$ cat config.mk
export PLATFORM = sky130hd
export DESIGN_NAME = ex_stage_mdu
export DESIGN_NICKNAME = d
export VERILOG_FILES = /design/src/rtl/ex_stage_mdu.sv
export SDC_FILE = /design/constraint.sdc
export NUM_CORES = 1
export LEC_CHECK = 0
export BUFFER_PORTS_ARGS = -buffer_cell sky130_fd_sc_hd__buf_2
export CORE_AREA = 4 4 236 238
export DETAILED_ROUTE_END_ITERATION = 6
export DIE_AREA = 0 0 240 242
export PLACE_DENSITY = 0.51
export SLEW_MARGIN = 20
export SYNTH_ARGS = -nofsm -noshare
export SYNTH_HDL_FRONTEND = slang
export SYNTH_SLANG_ARGS = --single-unit
$ cat constraint.sdc
create_clock -name clk -period 6.9 [get_ports clk]
set_input_delay 1.035 -clock clk [delete_from_list [all_inputs] [get_ports clk]]
set_output_delay 1.035 -clock clk [all_outputs]
set_load 0.05 [all_outputs]
$ cat src/rtl/ex_stage_mdu.sv
// ex_stage_mdu: execute stage with operand forwarding, single-cycle ALU and
// an iterative shift-add multiplier (32 steps), feeding the EX/MEM register.
//
// Ports:
//   clk, rst                       clock, synchronous active-high reset
//   reg_read1_in/reg_read2_in      rs / rt operand values from ID/EX
//   immediate_in                   sign-extended immediate from ID/EX
//   rs_in, rt_in, rd_in            register specifiers
//   alu_op_in, reg_dst_in, mem_to_reg_in, alu_src_in,
//   mem_write_in, mem_read_in, reg_write_in   ID/EX control
//   wb_reg_write, wb_rd, wb_data   MEM/WB writeback bus (forwarding source)
//   alu_result_out, write_data_out, dest_reg_out, mem_to_reg_out,
//   mem_write_out, mem_read_out, reg_write_out   EX/MEM register
//   stall_out                      combinational; freezes PC, IF/ID, ID/EX
module ex_stage_mdu #(
   parameter int DATA_W = 32
) (
   input  logic              clk,
   input  logic              rst,
   input  logic [DATA_W-1:0] reg_read1_in,
   input  logic [DATA_W-1:0] reg_read2_in,
   input  logic [DATA_W-1:0] immediate_in,
   input  logic [4:0]        rs_in,
   input  logic [4:0]        rt_in,
   input  logic [4:0]        rd_in,
   input  logic [2:0]        alu_op_in,
   input  logic [1:0]        reg_dst_in,
   input  logic [1:0]        mem_to_reg_in,
   input  logic              alu_src_in,
   input  logic              mem_write_in,
   input  logic              mem_read_in,
   input  logic              reg_write_in,
   input  logic              wb_reg_write,
   input  logic [4:0]        wb_rd,
   input  logic [DATA_W-1:0] wb_data,
   output logic [DATA_W-1:0] alu_result_out,
   output logic [DATA_W-1:0] write_data_out,
   output logic [4:0]        dest_reg_out,
   output logic [1:0]        mem_to_reg_out,
   output logic              mem_write_out,
   output logic              mem_read_out,
   output logic              reg_write_out,
   output logic              stall_out
);

   localparam logic [2:0] OP_MUL = 3'b101;

   typedef enum logic [1:0] {IDLE, BUSY, DONE} state_t;

   state_t             state_p1, state_n;
   logic [DATA_W-1:0]  fwd_a, fwd_b, alu_b;
   logic signed [DATA_W-1:0] op_a, op_b, alu_res;
   logic [4:0]         dest_sel;

   // multiplier working registers, captured when the mul starts
   logic [DATA_W-1:0]  mcand_p1, mplier_p1, acc_p1, hold_wd_p1;
   logic [5:0]         cnt_p1;
   logic [4:0]         hold_dest_p1;
   logic [1:0]         hold_m2r_p1;
   logic               hold_mw_p1, hold_mr_p1, hold_rw_p1;

   // EX/MEM has priority; a load in EX/MEM has no data yet, so it is skipped
   function automatic logic [DATA_W-1:0] forward(
      input logic [4:0] src, input logic [DATA_W-1:0] rf_val,
      input logic ex_rw, input logic ex_mr, input logic [4:0] ex_dst,
      input logic [DATA_W-1:0] ex_val, input logic w_rw, input logic [4:0] w_rd,
      input logic [DATA_W-1:0] w_val);
      if (ex_rw && !ex_mr && ex_dst != 5'd0 && ex_dst == src)
         forward = ex_val;
      else if (w_rw && w_rd != 5'd0 && w_rd == src)
         forward = w_val;
      else
         forward = rf_val;
   endfunction

   always_comb begin
      fwd_a = forward(rs_in, reg_read1_in, reg_write_out, mem_read_out, dest_reg_out,
                      alu_result_out, wb_reg_write, wb_rd, wb_data);
      fwd_b = forward(rt_in, reg_read2_in, reg_write_out, mem_read_out, dest_reg_out,
                      alu_result_out, wb_reg_write, wb_rd, wb_data);
      alu_b = alu_src_in ? immediate_in : fwd_b;
      op_a  = fwd_a;
      op_b  = alu_b;
   end

   always_comb begin
      alu_res = '0;
      case (alu_op_in)
         3'b000:  alu_res = op_a + op_b;
         3'b001:  alu_res = op_a - op_b;
         3'b010:  alu_res = op_a & op_b;
         3'b011:  alu_res = op_a | op_b;
         3'b100:  alu_res = (op_a < op_b) ? DATA_W'(1) : '0;
         default: alu_res = '0;
      endcase
   end

   always_comb begin
      dest_sel = 5'd0;
      case (reg_dst_in)
         2'b00:   dest_sel = rt_in;
         2'b01:   dest_sel = rd_in;
         2'b10:   dest_sel = 5'd31;
         default: dest_sel = 5'd0;
      endcase
   end

   // FSM next state and stall; stall is forced low while in reset
   always_comb begin
      state_n   = state_p1;
      stall_out = 1'b0;
      case (state_p1)
         IDLE: if (alu_op_in == OP_MUL) begin
            stall_out = 1'b1;
            state_n   = BUSY;
         end
         BUSY: begin
            stall_out = 1'b1;
            if (cnt_p1 == 6'd31) state_n = DONE;
         end
         DONE:    state_n = IDLE;
         default: state_n = IDLE;
      endcase
      if (rst) stall_out = 1'b0;
   end

   // ---- EX -> EX/MEM stage boundary ----
   always_ff @(posedge clk) begin
      if (rst) begin
         state_p1       <= IDLE;
         mcand_p1       <= '0;
         mplier_p1      <= '0;
         acc_p1         <= '0;
         cnt_p1         <= '0;
         hold_wd_p1     <= '0;
         hold_dest_p1   <= '0;
         hold_m2r_p1    <= '0;
         hold_mw_p1     <= 1'b0;
         hold_mr_p1     <= 1'b0;
         hold_rw_p1     <= 1'b0;
         alu_result_out <= '0;
         write_data_out <= '0;
         dest_reg_out   <= '0;
         mem_to_reg_out <= '0;
         mem_write_out  <= 1'b0;
         mem_read_out   <= 1'b0;
         reg_write_out  <= 1'b0;
      end else begin
         state_p1 <= state_n;
         // default EX/MEM content is a bubble; overridden below
         alu_result_out <= '0;
         write_data_out <= '0;
         dest_reg_out   <= '0;
         mem_to_reg_out <= '0;
         mem_write_out  <= 1'b0;
         mem_read_out   <= 1'b0;
         reg_write_out  <= 1'b0;
         case (state_p1)
            IDLE: begin
               if (alu_op_in == OP_MUL) begin
                  mcand_p1     <= fwd_a;
                  mplier_p1    <= alu_b;
                  acc_p1       <= '0;
                  cnt_p1       <= '0;
                  hold_wd_p1   <= fwd_b;
                  hold_dest_p1 <= dest_sel;
                  hold_m2r_p1  <= mem_to_reg_in;
                  hold_mw_p1   <= mem_write_in;
                  hold_mr_p1   <= mem_read_in;
                  hold_rw_p1   <= reg_write_in;
               end else begin
                  alu_result_out <= alu_res;
                  write_data_out <= fwd_b;
                  dest_reg_out   <= dest_sel;
                  mem_to_reg_out <= mem_to_reg_in;
                  mem_write_out  <= mem_write_in;
                  mem_read_out   <= mem_read_in;
                  reg_write_out  <= reg_write_in;
               end
            end
            BUSY: begin
               if (mplier_p1[0]) acc_p1 <= acc_p1 + mcand_p1;
               mcand_p1  <= mcand_p1 << 1;
               mplier_p1 <= mplier_p1 >> 1;
               cnt_p1    <= cnt_p1 + 6'd1;
            end
            DONE: begin
               alu_result_out <= acc_p1;
               write_data_out <= hold_wd_p1;
               dest_reg_out   <= hold_dest_p1;
               mem_to_reg_out <= hold_m2r_p1;
               mem_write_out  <= hold_mw_p1;
               mem_read_out   <= hold_mr_p1;
               reg_write_out  <= hold_rw_p1;
            end
            default: ;
         endcase
      end
   end

endmodule

# Word level (Yosys, flattened, before mapping)
# Cells that the tools add are included.
# Widths: inputs -> output; s select.
dict set report totals {
  reg_bits 220
  out_inout_bits 75
}
dict set report classes {
  muxes 37
  add_sub_neg 4
  reduce_logical 18
  order_cmp 1
  n_bitwise 2
  eq_ne 17
}
# cell n
set ops {}
lappend ops {{$mux 32} 11}
lappend ops {{$pmux 32 s2} 5}
lappend ops {{$pmux 32 s5} 1}
lappend ops {{$add 32x32->32} 2}
lappend ops {{$and 32x32->32} 1}
lappend ops {{$lt 32x32->1} 1}
lappend ops {{$or 32x32->32} 1}
lappend ops {{$sub 32x32->32} 1}
lappend ops {{$eq 5x5->1} 4}
lappend ops {{$pmux 5 s3} 1}
lappend ops {{$pmux 6 s2} 1}
lappend ops {{$pmux 5 s2} 1}
lappend ops {{$reduce_bool 5->1} 2}
lappend ops {{$pmux 1 s2} 4}
lappend ops {{$pmux 2 s2} 2}
lappend ops {{$logic_and 1x1->1} 7}
lappend ops {{$add 6x1->6 const B} 1}
lappend ops {{$eq 3x2->1 const B} 2}
lappend ops {{$eq 3x3->1 const B} 2}
lappend ops {{$eq 6x5->1 const B} 1}
lappend ops {{$mux 1} 6}
lappend ops {{$mux 2} 3}
lappend ops {{$mux 6} 1}
lappend ops {{$ne 2x2->1 const B} 3}
lappend ops {{10 further kinds} 15}

# Depth between registers and ports, before layout
dict set report logic_depth {
  ltp_word 11
  mapped_depth 21
  depth_no_buf 20
}

# Worst setup path before layout
# Ideal clock, no wire load.
dict set report synth_timing {
  path_type {in2reg}
  from {input port wb_rd[4]}
  to {register alu_result_out[28]}
  path_slack_ns 1.718
  path_stages 20
  n_path_buf 2
  setup_time_ns 0.091
  t_required_ns 6.809
  arrival_ns 5.091
  path_cell_list {xnor2_1 nand3_1 nor4_2 buf_2 mux2i_1 o21ai_1 mux2i_1 inv_1 ha_1 buf_2 nor3b_1 o311a_1 o21ai_1 a21oi_1 o21ai_1 o41a_1 o21bai_1 and3_1 mux2_1 a311oi_1}
}
dict set report synth_between {
  elab_chain_len 10
}
# item line
set synth_lines {}
lappend synth_lines {{start: declaration} 34} ;# input logic [4:0] wb_rd,
lappend synth_lines {{$reduce_bool 5->1} 70} ;# else if (w_rw && w_rd != 5'd0 && w_rd == src)
lappend synth_lines {{$logic_and 1x1->1 (2 in a row)} 70}
lappend synth_lines {{$mux 32} 70}
lappend synth_lines {{$mux 32} 68} ;# if (ex_rw && !ex_mr && ex_dst != 5'd0 && ex_dst == src)
lappend synth_lines {{$mux 32} 81} ;# alu_b = alu_src_in ? immediate_in : fwd_b;
lappend synth_lines {{$sub 32x32->32, or another cell as far along} 90} ;# 3'b001: alu_res = op_a - op_b;
lappend synth_lines {{$pmux 32 s5 *} 88} ;# case (alu_op_in)
lappend synth_lines {{$mux 32 *} 160} ;# if (alu_op_in == OP_MUL) begin
lappend synth_lines {{$pmux 32 s2 *} 158} ;# case (state_p1)
lappend synth_lines {{end signal: assignment} 172} ;# alu_result_out <= alu_res;
lappend synth_lines {{end signal: assignment} 188} ;# alu_result_out <= acc_p1;
lappend synth_lines {{end: declaration} 36} ;# output logic [DATA_W-1:0] alu_result_out,
# Mark *: on every way between the ends. The rest lies on a longest branch, timed or not.
# A chain may end at the register's enable or synchronous reset.

# Final worst setup path
dict set report layout_timing {
  from {input port wb_rd[1]}
  to {register alu_result_out[27]}
}
# Same word-level chain as after synthesis.

==> metrics.md <==
| Metric | Value |
|---|---|
| Status | finished clean |
| Post-DP HPWL | 47690 um |
| CTS tree | done |
| Fraction of layout cells with a size suffix above 1 | ~16% |
| Critical path startpoint category | primary input |
| Final GP Congestion | around 0.93 |
| Post-Place Worst Slack | roughly 0.52 ns |
| Routed Wire Length | 64320 um |
| Layout Skew | 0.01458 ns |
| WHS Endpoint | hold_wd_p1[20] |
| IR Drop Worst-Case VDD | 0.1644 mV |
| Sequential fraction of the synthesis area | 27.71% |
| Vias in the first global route | 16000 |
| Slew Limit Headroom | 25.16% |
| CP endpoint kind | flop |
| Flop2flop setup slack | around 1.2 ns |
| Die Ht | around 240 um |
| Synth Area per Inst | about 7.6 um^2 |
| Area grow syn2layout | 18.26% |
| Arr. time, crit path | 6.43 ns |
| Fin. Hold Viols | 0 |
| Worst-path clk slew | 0.06 ns |
| Crit path kind | in2reg |
| Commonest cells post-synth | nand2_1 (279), nor2_1 (226), dfxtp_1 (220) |
| DR DRC count | 0 |
| Cell area after synthesis | between 15000 and 20000 um^2 |
| Postcts setup bufs | 0 |
| Fin Hold WS | 0.4533 ns |
| Post-layout worst setup margin | 0.9279 ns |
| Dpl cells | 2931 |
| Drt pass-1 iters | 5 |
| Aggregate global routing overflow | 0 |
| Post-synthesis net count | 2401 |
| R2r endpoint | alu_result_out[27] |
| Top-count cell post-synth | nand2_1 |
| I/O Pins | 237 |
| Starting Density | between 20 and 30% |
| Clock sink count | 220 |
| DIE WIDTH | 240 um |
| WL/cell | 21.56 um |
| Antenna violations before repair | 3 |
| Synth Register Bits | between 200 and 250 |
| Routed via count | 16150 |
| Slew @ Worst Pin | roughly 1.1 ns |
| Final setup viols | 0 |
| Max Clock Freq | between 150 and 200 MHz |
| Post-synth cell types | 72 |
| Leakage | 7.953 nW |
| Syn Inst Count | 2094 |
| EDFF count, synth | 0 |
| Final cell count without fillers | 2983 |
| Number of buffers created by CTS | 28 |
| Post-CTS sizing | 0 |
| Final Cell Area | 18800 um^2 |
| HP Class | reg2reg |
| Cell Area, Placed | 17840 um^2 |
| CTS Hold Bufs | 0 |
| Row cnt | 85 |
| GRT Total Usage | 21.06% |
| Clock buffer depth | 3 |
| Yosys top cell by area | dfxtp_1 |
| PD cells | 209.6 nW/um^2 |
| Max-cap viol count | 0 |
| Port Buffers | 236 |
| Root buffer cell | clkbuf_16 |
| Largest net degree at the start of global routing | 80 |
| WHS Path Cells | 2 |
| Ys flop type | dfxtp_1 |
| Number of DRC markers in iteration 0 | around 1300 |
| Diode count | 0 |
| Die ar. | about 58000 um^2 |
| R2R Path Start | dest_reg_out[1] |
| Origin of the worst min-delay path | hold_wd_p1[20] |
| Worst path required time | 7.35 ns |
| Crit share post-route | 86.55% |
| Setup TNS | 0 ns |
| Global-route wire length before repair | 97680 um |
| Final nets | 2572 |
| Crit path time final | 5.972 ns |
| Vias/cell | about 5.4 |
| Syn. warnings | 0 |
| Max-slew violation count | 0 |
| Clk Latency, worst-skew pair | between 0.5 and 0.6 ns |
| RSZ-0062 raised after global routing | no |
| Area share of the largest cell type after synthesis | 27.71% |
| Core Area | 53600 um^2 |
| Post-synth ARST share | 0% |
| Crit. Startpoint | wb_rd[1] |
| Routed Antenna Nets | 0 |
| Top post-synthesis cells by area | dfxtp_1 (28%), ha_1 (11%), mux2i_1 (6.7%) |
| Worst Reg2Reg Path Length in Cells | 19 |
| Critical path peak fanout | 15 |
| H-tree levels | 1 |
## worst max-delay path, cell delays in order
cell,delay (ns)
buf_2,0.12
or4_1,0.51
o21ai_1,0.32
nor4_4,0.10
buf_4,0.24
mux2i_1,0.26
o21ai_1,0.12
mux2i_1,0.39
inv_1,0.13
ha_1,0.51
nor4_1,0.61
nand2_1,0.11
a211oi_1,0.38
nor3b_2,0.14
nor4b_2,0.20
o41ai_2,0.48
xnor2_1,0.14
a221oi_1,0.29
o31ai_1,0.13
a22o_1,0.19
## cell usage in the layout, fill, tap and decap left out, drive strengths merged, types with 6 or more instances in the layout
| cell type | synthesis | layout |
|---|---|---|
| buf | 31 | 281 |
| nand2 | 279 | 279 |
| nor2 | 226 | 226 |
| dfxtp | 220 | 220 |
| a21oi | 189 | 189 |
| ha | 142 | 142 |
| o21ai | 130 | 130 |
| inv | 107 | 109 |
| mux2i | 106 | 106 |
| a22oi | 97 | 97 |
| xnor2 | 52 | 52 |
| a221oi | 47 | 47 |
| nand3 | 44 | 44 |
| clkbuf | 109 | 36 |
| nor3 | 28 | 28 |
| a21o | 27 | 27 |
| xor2 | 22 | 22 |
| a211oi | 20 | 20 |
| nor2b | 18 | 18 |
| a31oi | 16 | 16 |
| o21bai | 15 | 15 |
| nor4 | 15 | 15 |
| o31ai | 12 | 12 |
| o221ai | 12 | 12 |
| nand2b | 9 | 9 |
| or3 | 9 | 9 |
| o211ai | 8 | 8 |
| and3 | 8 | 8 |
| and2 | 7 | 7 |
| clkinv | 0 | 7 |
| a221o | 6 | 6 |
| nor3b | 6 | 6 |
| a311oi | 6 | 6 |
## sequential cells by signal (all words and copies together) (netlist names), 2 cells and up
register and count:
acc_p1 32, alu_result_out 32, hold_wd_p1 32, mcand_p1 32, mplier_p1 32, write_data_out 32
cnt_p1 6, dest_reg_out 5, hold_dest_p1 5, hold_m2r_p1 2, mem_to_reg_out 2, state_p1 2
## through the flow
step	utilization (%)	power (mW)
final	35.07	3.940
after floorplan	-	2.074
after global routing	35.07	4.121
after CTS	35.07	3.973
after global placement	33.28	2.420
after detailed placement	33.28	2.418
## cell families (layout without fill, tap and decap cells)
kind of cell | Yosys count | in the layout | synth area share [%]
buf+inv | 247 | 440 | 5.974
simple gates | 675 | 675 | 18.47
mux | 107 | 107 | 6.745
xor+xnor | 74 | 74 | 4.077
compound gates | 626 | 626 | 25.48
flops | 220 | 220 | 27.71
fa+ha+maj | 145 | 145 | 11.55
## per-layer routing
layer / track usage (%) / share of wire, % / vias to the layer above
li1: - / - / 7777
met1: 30.02 / 47 / 7748
met2: 34.13 / 45 / 541
met3: 2.732 / 6.5 / 78
met4: 4.261 / 1.9 / 2
met5: 0 / 0.011 / -
## how the worst max path moves through the flow
stage / to / slack, ns / depth (start not counted)
3_3_place_gp: alu_result_out[27] / 0.55 / 20
6_report: alu_result_out[27] / 0.93 / 20
2_1_floorplan: alu_result_out[28] / 1.72 / 20
3_5_place_dp: alu_result_out[27] / 0.52 / 20
5_1_grt: alu_result_out[27] / 0.67 / 20
4_1_cts: alu_result_out[27] / 1.07 / 20
## area by class of cell
type | count | area, um^2
Fill cell | 5665 | 34800
Multi-Input combinational cell | 1627 | 10610
Sequential cell | 220 | 4404
Timing Repair Buffer | 281 | 1550
Tap cell | 696 | 870.8
Clock buffer | 36 | 782.0
Inverter | 107 | 401.6
Clock inverter | 16 | 176.4
## power by group
group / total [mW] / switching, mW / internal [mW]
clock network: 1.54 / 0.621 / 0.914
registers: 1.36 / 0.0407 / 1.32
logic: 1.04 / 0.692 / 0.349
(Power assumes the default switching activity.)
